### src/rtl/chart_read_arbiter.sv
// chart_read_arbiter: shares the chart note memory among UI pages, one read in flight at a time.
// Optional: define CHART_ARB_PLAY_PRIORITY_EN to let requester 0 (play page) pre-empt round-robin.
module chart_read_arbiter #(
  parameter int NUM_REQ         = 4,
  parameter int CHARTS_MAX      = 8,
  parameter int NOTES_PER_CHART = 64,
  parameter int IDX_W           = 6,
  parameter int DATA_W          = 16,
  parameter int ADDR_W          = 9,
  parameter int MEM_LAT         = 2
) (
  input  logic                     clk,
  input  logic                     rst,
  input  logic [NUM_REQ-1:0]       req,
  input  logic [NUM_REQ*8-1:0]     req_chart_id,
  input  logic [NUM_REQ*IDX_W-1:0] req_note_idx,
  output logic [NUM_REQ-1:0]       gnt,
  output logic [NUM_REQ-1:0]       rvalid,
  output logic [DATA_W-1:0]        rdata,
  output logic                     rerr,
  output logic                     busy,
  output logic                     mem_en,
  output logic [ADDR_W-1:0]        mem_addr,
  input  logic [DATA_W-1:0]        mem_rdata
);
  localparam int PTR_W = (NUM_REQ > 1) ? $clog2(NUM_REQ) : 1;
  localparam int CNT_W = $clog2(MEM_LAT + 1);

  typedef enum logic [1:0] {S_IDLE, S_WAIT, S_RESP} state_t;

  state_t              r_state;
  logic [PTR_W-1:0]    r_ptr;
  logic [PTR_W-1:0]    r_idx;
  logic [CNT_W-1:0]    r_cnt;
  logic                r_err;
  logic [NUM_REQ-1:0]  r_gnt;
  logic [NUM_REQ-1:0]  r_rvalid;
  logic [DATA_W-1:0]   r_rdata;
  logic                r_rerr;
  logic                r_busy;
  logic                r_mem_en;
  logic [ADDR_W-1:0]   r_mem_addr;

  logic [NUM_REQ-1:0][7:0]       w_ids;
  logic [NUM_REQ-1:0][IDX_W-1:0] w_notes;
  logic [NUM_REQ-1:0]            w_req_rr;
  logic                          w_found;
  logic [PTR_W-1:0]              w_win;
  logic [PTR_W-1:0]              w_ptr_nxt;
  logic [7:0]                    w_sel_id;
  logic [IDX_W-1:0]              w_sel_note;
  logic                          w_inrange;
  logic [ADDR_W-1:0]             w_addr;

  assign w_ids   = req_chart_id;
  assign w_notes = req_note_idx;

  always_comb begin
    w_req_rr = req;
`ifdef CHART_ARB_PLAY_PRIORITY_EN
    w_req_rr[0] = 1'b0;
`endif
    w_found = 1'b0;
    w_win   = '0;
    for (int k = 0; k < NUM_REQ; k++) begin
      if (!w_found && w_req_rr[(int'(r_ptr) + k) % NUM_REQ]) begin
        w_found = 1'b1;
        w_win   = PTR_W'((int'(r_ptr) + k) % NUM_REQ);
      end
    end
    w_ptr_nxt = (int'(w_win) == NUM_REQ - 1) ? '0 : w_win + PTR_W'(1);
`ifdef CHART_ARB_PLAY_PRIORITY_EN
    // Play page bypasses the rotation and leaves the pointer where it was.
    if (req[0]) begin
      w_win     = '0;
      w_ptr_nxt = r_ptr;
    end
`endif
  end

  assign w_sel_id   = w_ids[w_win];
  assign w_sel_note = w_notes[w_win];
  assign w_inrange  = int'(w_sel_id) < CHARTS_MAX;
  assign w_addr     = ADDR_W'(int'(w_sel_id) * NOTES_PER_CHART + int'(w_sel_note));

  // RESP also arbitrates so back-to-back reads run at one per MEM_LAT+2 cycles.
  always_ff @(posedge clk or posedge rst) begin
    if (rst) begin
      r_state    <= S_IDLE;
      r_ptr      <= '0;
      r_idx      <= '0;
      r_cnt      <= '0;
      r_err      <= 1'b0;
      r_gnt      <= '0;
      r_rvalid   <= '0;
      r_rdata    <= '0;
      r_rerr     <= 1'b0;
      r_busy     <= 1'b0;
      r_mem_en   <= 1'b0;
      r_mem_addr <= '0;
    end else begin
      r_gnt    <= '0;
      r_rvalid <= '0;
      r_mem_en <= 1'b0;
      case (r_state)
        S_IDLE, S_RESP: begin
          if (|req) begin
            r_gnt[w_win] <= 1'b1;
            r_idx        <= w_win;
            r_ptr        <= w_ptr_nxt;
            r_err        <= !w_inrange;
            r_mem_en     <= w_inrange;
            if (w_inrange) r_mem_addr <= w_addr;
            r_cnt        <= '0;
            r_busy       <= 1'b1;
            r_state      <= S_WAIT;
          end else begin
            r_busy  <= 1'b0;
            r_state <= S_IDLE;
          end
        end
        S_WAIT: begin
          if (r_cnt == CNT_W'(MEM_LAT)) begin
            r_rdata         <= r_err ? '0 : mem_rdata;
            r_rerr          <= r_err;
            r_rvalid[r_idx] <= 1'b1;
            r_state         <= S_RESP;
          end else begin
            r_cnt <= r_cnt + CNT_W'(1);
          end
        end
        default: r_state <= S_IDLE;
      endcase
    end
  end

  assign gnt      = r_gnt;
  assign rvalid   = r_rvalid;
  assign rdata    = r_rdata;
  assign rerr     = r_rerr;
  assign busy     = r_busy;
  assign mem_en   = r_mem_en;
  assign mem_addr = r_mem_addr;
endmodule

### config.mk
export PLATFORM = sky130hd
export DESIGN_NAME = chart_read_arbiter
export DESIGN_NICKNAME = d
export VERILOG_FILES = /design/src/rtl/chart_read_arbiter.sv
export SDC_FILE = /design/constraint.sdc
export NUM_CORES = 1
export LEC_CHECK = 0
export BUFFER_PORTS_ARGS = -buffer_cell sky130_fd_sc_hd__clkbuf_2
export CAP_MARGIN = 20
export CORE_UTILIZATION = 45
export DETAILED_ROUTE_END_ITERATION = 16
export PLACE_DENSITY = 0.9
export REMOVE_ABC_BUFFERS = 1
export SKIP_CTS_REPAIR_TIMING = 1
export SLEW_MARGIN = 20
export SYNTH_ARGS = -nofsm -noshare
export SYNTH_HDL_FRONTEND = slang
export SYNTH_SLANG_ARGS = --single-unit
### constraint.sdc
create_clock -name clk -period 2.54 [get_ports clk]
set_input_delay 0.254 -clock clk [delete_from_list [all_inputs] [get_ports clk]]
set_output_delay 0.254 -clock clk [all_outputs]
set_load 0.005 [all_outputs]
==> impl_metrics.py <==
metrics = {
    "synth": {
        "synthCells": 208,
        "synth_edf_count": 0,
        "synth_seq_area_share_pct": 50.2,
        "synth-seq-cells": 45,
        "netlist.area_leader.share_pct": 50.2,
        "syn-cell-area_sq_um": 2240,
        "yosysMostFrequentCell": "sky130_fd_sc_hd__dfrtp_1",
        "synthTopCellsByCount": "45 x sky130_fd_sc_hd__dfrtp_1, 28 x sky130_fd_sc_hd__mux2i_1, 27 x sky130_fd_sc_hd__nand2_1",
        "yosysWarningCount": 0,
        "syn_area_per_cell_sq_um": 10.8,
        "main_area_contributors_after_synthesis": "sky130_fd_sc_hd__dfrtp_1 50%, sky130_fd_sc_hd__mux2i_1 13%, sky130_fd_sc_hd__mux2_4 6.0%",
        "synth_top_flop_cell": "sky130_fd_sc_hd__dfrtp_1",
        "synth.distinct_cells": 27,
        "synth-async-reset-ratio_pct": 100,
        "synth_largest_area_cell": "sky130_fd_sc_hd__dfrtp_1",
    },
    "detailed_routing": {
        "route.top_layer_used": "met4",
        "wl_met3_um": 315,
        "detail_route.drc_violations": 0,
        "detail-route-antenna-nets": 0,
        "via_cell_ratio": 4.68,
        "num_vias": 1828,
        "wl_per_cell_um": 11.6,
        "met2_routed_wl_um": 2210,
        "totalWireLength_um": 4530,
        "dr.first_iter.drc_count": 71,
        "detail_route.wirelength.met1_um": 1930,
        "drt_pass1_iterations": 4,
    },
    "layout": {
        "drive_gt1_share_pct": 42.3,
        "seqCellArea_sq_um": 1130,
        "diodes": 0,
        "combined_area_of_the_multi_input_logic_cells_sq_um": 1020,
        "flow.area_growth_from_synthesis_pct": 31.5,
        "postLayoutCellArea_sq_um": 2950,
        "finish.net_count": 406,
        "layout.filler_cells": 406,
    },
    "clocking": {
        "clock-sinks": 45,
        "clock_latency_ns": 0.29,
        "numCtsBuffers": 5,
        "cts_htree_levels": 2,
        "clk_root_buffer_cell": "sky130_fd_sc_hd__clkbuf_8",
        "tritoncts": "built",
        "clockBufferDepth": 2,
        "clkSlewWorstSetupHoldPaths_ns": 0.08,
    },
    "sta": {
        "hold_viol": 0,
        "grt_setup_unrepaired": "false",
        "fin_worst_skew_ns": 0.00878,
        "clock.fmax_mhz": 455,
        "tightestPinTransition_ns": 0.887,
        "final.period_utilization_pct": 86.5,
        "min_period_ns": 2.20,
        "finalSetupViolations": 0,
        "number_of_pins_exceeding_their_max_slew_limit_in_the_final_report": 0,
        "setup_tns_ns": 0,
        "relSlewSlack_pct": 40.8,
        "final_critical_path_setup_slack_ns": 0.343,
    },
    "setup_path": {
        "arrival_ns": 2.37,
        "timing.critical_path.required_ns": 2.71,
        "timing.critical_path.to_type": "flop",
        "reg2reg_to": "mem_addr[7]",
        "timing.reg2reg.setup_slack_ns": 0.34,
        "cp-start-kind": "flop",
        "worstSetupPathType": "flop to flop",
        "worst-r2r-cell-count": 7,
        "startpoint": "r_ptr[0]",
        "critPathCapture": "mem_addr[7]",
        "source_of_the_worst_register_to_register_timing_path": "r_ptr[0]",
        "crit_path_max_fanout": 11,
    },
    "job": {
        "drv.max_cap_violation_count": 0,
    },
    "floorplanning": {
        "std_cell_rows": 25,
        "dieWidth_um": 72.6,
        "core_sq_um": 4750,
        "effective_utilization_at_floorplan_pct": 47.2,
        "floorplan.die_area_sq_um": 5270,
        "chipHeight_um": 72.6,
        "design.portCount": 114,
    },
    "global_routing": {
        "wire_length_of_the_first_global_routing_pass_um": 7370,
        "antenna_found_initial": 0,
        "grt-ovfl-total": 0,
        "grt_pass1_vias": 1707,
        "maximum_number_of_pins_on_one_net_before_global_route_repair": 46,
        "globalRouteTotalUtil_pct": 18.2,
    },
    "pwr": {
        "peakVddDrop_v": 0.000327,
        "power.static_leakage_nw": 1.66,
        "power_density_nw_per_um2": 831,
    },
    "worst_hold_path": {
        "worstHoldPathType": "input port to async pin",
    },
    "placement": {
        "place.port_buffers": 113,
        "hpwl_um": 3550,
        "post_dp_cell_area_sq_um": 2870,
        "place.gp.congestion": 0.791,
        "post-place-ws_ns": 0.345,
    },
    "status": {
        "run_status": "complete, no violations",
    },
}
## state kept, by name, indices dropped and copies added, names as in the netlist
register and count:
mem_addr 9, rerr 1, rdata 16, rvalid 4, r_cnt 2, r_idx 2
gnt 4, r_state 2, r_ptr 2, r_err 1, busy 1, mem_en 1
## per-stage QoR
stage                     cells  hold WS (ns)  utilization (%)  power [mW]
after floorplan             200         0.403                -        1.69
after detailed placement    383         0.464             60.3        2.07
final                       391         0.124             62.0        2.45
after global placement      383         0.441             60.3        2.02
after CTS                   391         0.168             62.0        2.49
after global routing        391         0.197             62.0        2.65
## cell type report
type,count,share of cell area (%)
sequential,45,38.2
multi-input combinational,143,34.7
clock buffer,6,2.46
clock inverter,2,0.339
tap,67,2.84
timing repair buffer,116,19.9
inverter,12,1.53
## critical path, cell delays in order (launching register included)
cell and delay, ns:
sky130_fd_sc_hd__dfrtp_1 0.40, sky130_fd_sc_hd__nand2b_1 0.16, sky130_fd_sc_hd__a21oi_1 0.17, sky130_fd_sc_hd__a211o_1 0.29, sky130_fd_sc_hd__mux2_4 0.33, sky130_fd_sc_hd__a2bb2oi_2 0.13, sky130_fd_sc_hd__buf_4 0.23, sky130_fd_sc_hd__mux2_2 0.37
## cell usage in the layout, fill, tap and decap left out
master and instances:
sky130_fd_sc_hd__and3_1 2, sky130_fd_sc_hd__and2_1 5, sky130_fd_sc_hd__mux2_2 2, sky130_fd_sc_hd__nor3_1 2, sky130_fd_sc_hd__mux2i_1 28, sky130_fd_sc_hd__o22a_1 1
sky130_fd_sc_hd__buf_4 3, sky130_fd_sc_hd__clkbuf_1 1, sky130_fd_sc_hd__o21a_1 1, sky130_fd_sc_hd__nand2b_1 18, sky130_fd_sc_hd__inv_1 10, sky130_fd_sc_hd__nor2_1 9
sky130_fd_sc_hd__mux2_4 9, sky130_fd_sc_hd__clkbuf_2 113, sky130_fd_sc_hd__clkinv_2 2, sky130_fd_sc_hd__o22ai_1 1, sky130_fd_sc_hd__a21o_1 2, sky130_fd_sc_hd__a211o_1 1
sky130_fd_sc_hd__a21oi_1 5, sky130_fd_sc_hd__or4_1 4, sky130_fd_sc_hd__or3_1 1, sky130_fd_sc_hd__o41ai_1 1, sky130_fd_sc_hd__ha_1 5, sky130_fd_sc_hd__o21ai_0 18
sky130_fd_sc_hd__clkbuf_8 5, sky130_fd_sc_hd__a2bb2oi_2 1, sky130_fd_sc_hd__nand2_1 27, sky130_fd_sc_hd__inv_2 2, sky130_fd_sc_hd__dfrtp_1 45
## metal layers
metal / vias to the layer above / track usage (%)
li1: 930 / -
met1: 805 / 20.6
met2: 86 / 32.8
met3: 7 / 4.28
met4: 0 / 7.84
met5: - / 0
## logic make-up (layout without fill, tap and decap cells)
| family | after synthesis | after routing | share of synthesized area, % |
|---|---|---|---|
| buffers and inverters | 20 | 136 | 4.13 |
| and+or+nand+nor | 68 | 68 | 15.1 |
| muxes | 39 | 39 | 19.5 |
| DFF | 45 | 45 | 50.2 |
| AOI/OAI and AO/OA | 31 | 31 | 8.26 |
| adders and majority gates | 5 | 5 | 2.79 |
## report_power, final
part	leakage, nW	switching [mW]	total, mW	internal [mW]
clock	0.0450	0.227	0.418	0.191
combinational	1.02	0.473	0.968	0.495
sequential	0.591	0.137	1.07	0.929
total	1.66	0.837	2.45	1.61
## worst min path at each step
stage	startpoint	endpoint	slack [ns]	cells past startpoint
finish	rst	rdata[5]	0.12	2
global route	mem_rdata[8]	rdata[8]	0.20	3
CTS	rst	rdata[5]	0.17	2
detailed placement	r_idx[1]	rvalid[0]	0.46	1
global placement	r_idx[1]	rvalid[0]	0.44	1
floorplan	mem_rdata[0]	rdata[0]	0.40	2
(Power assumes the default switching activity.)
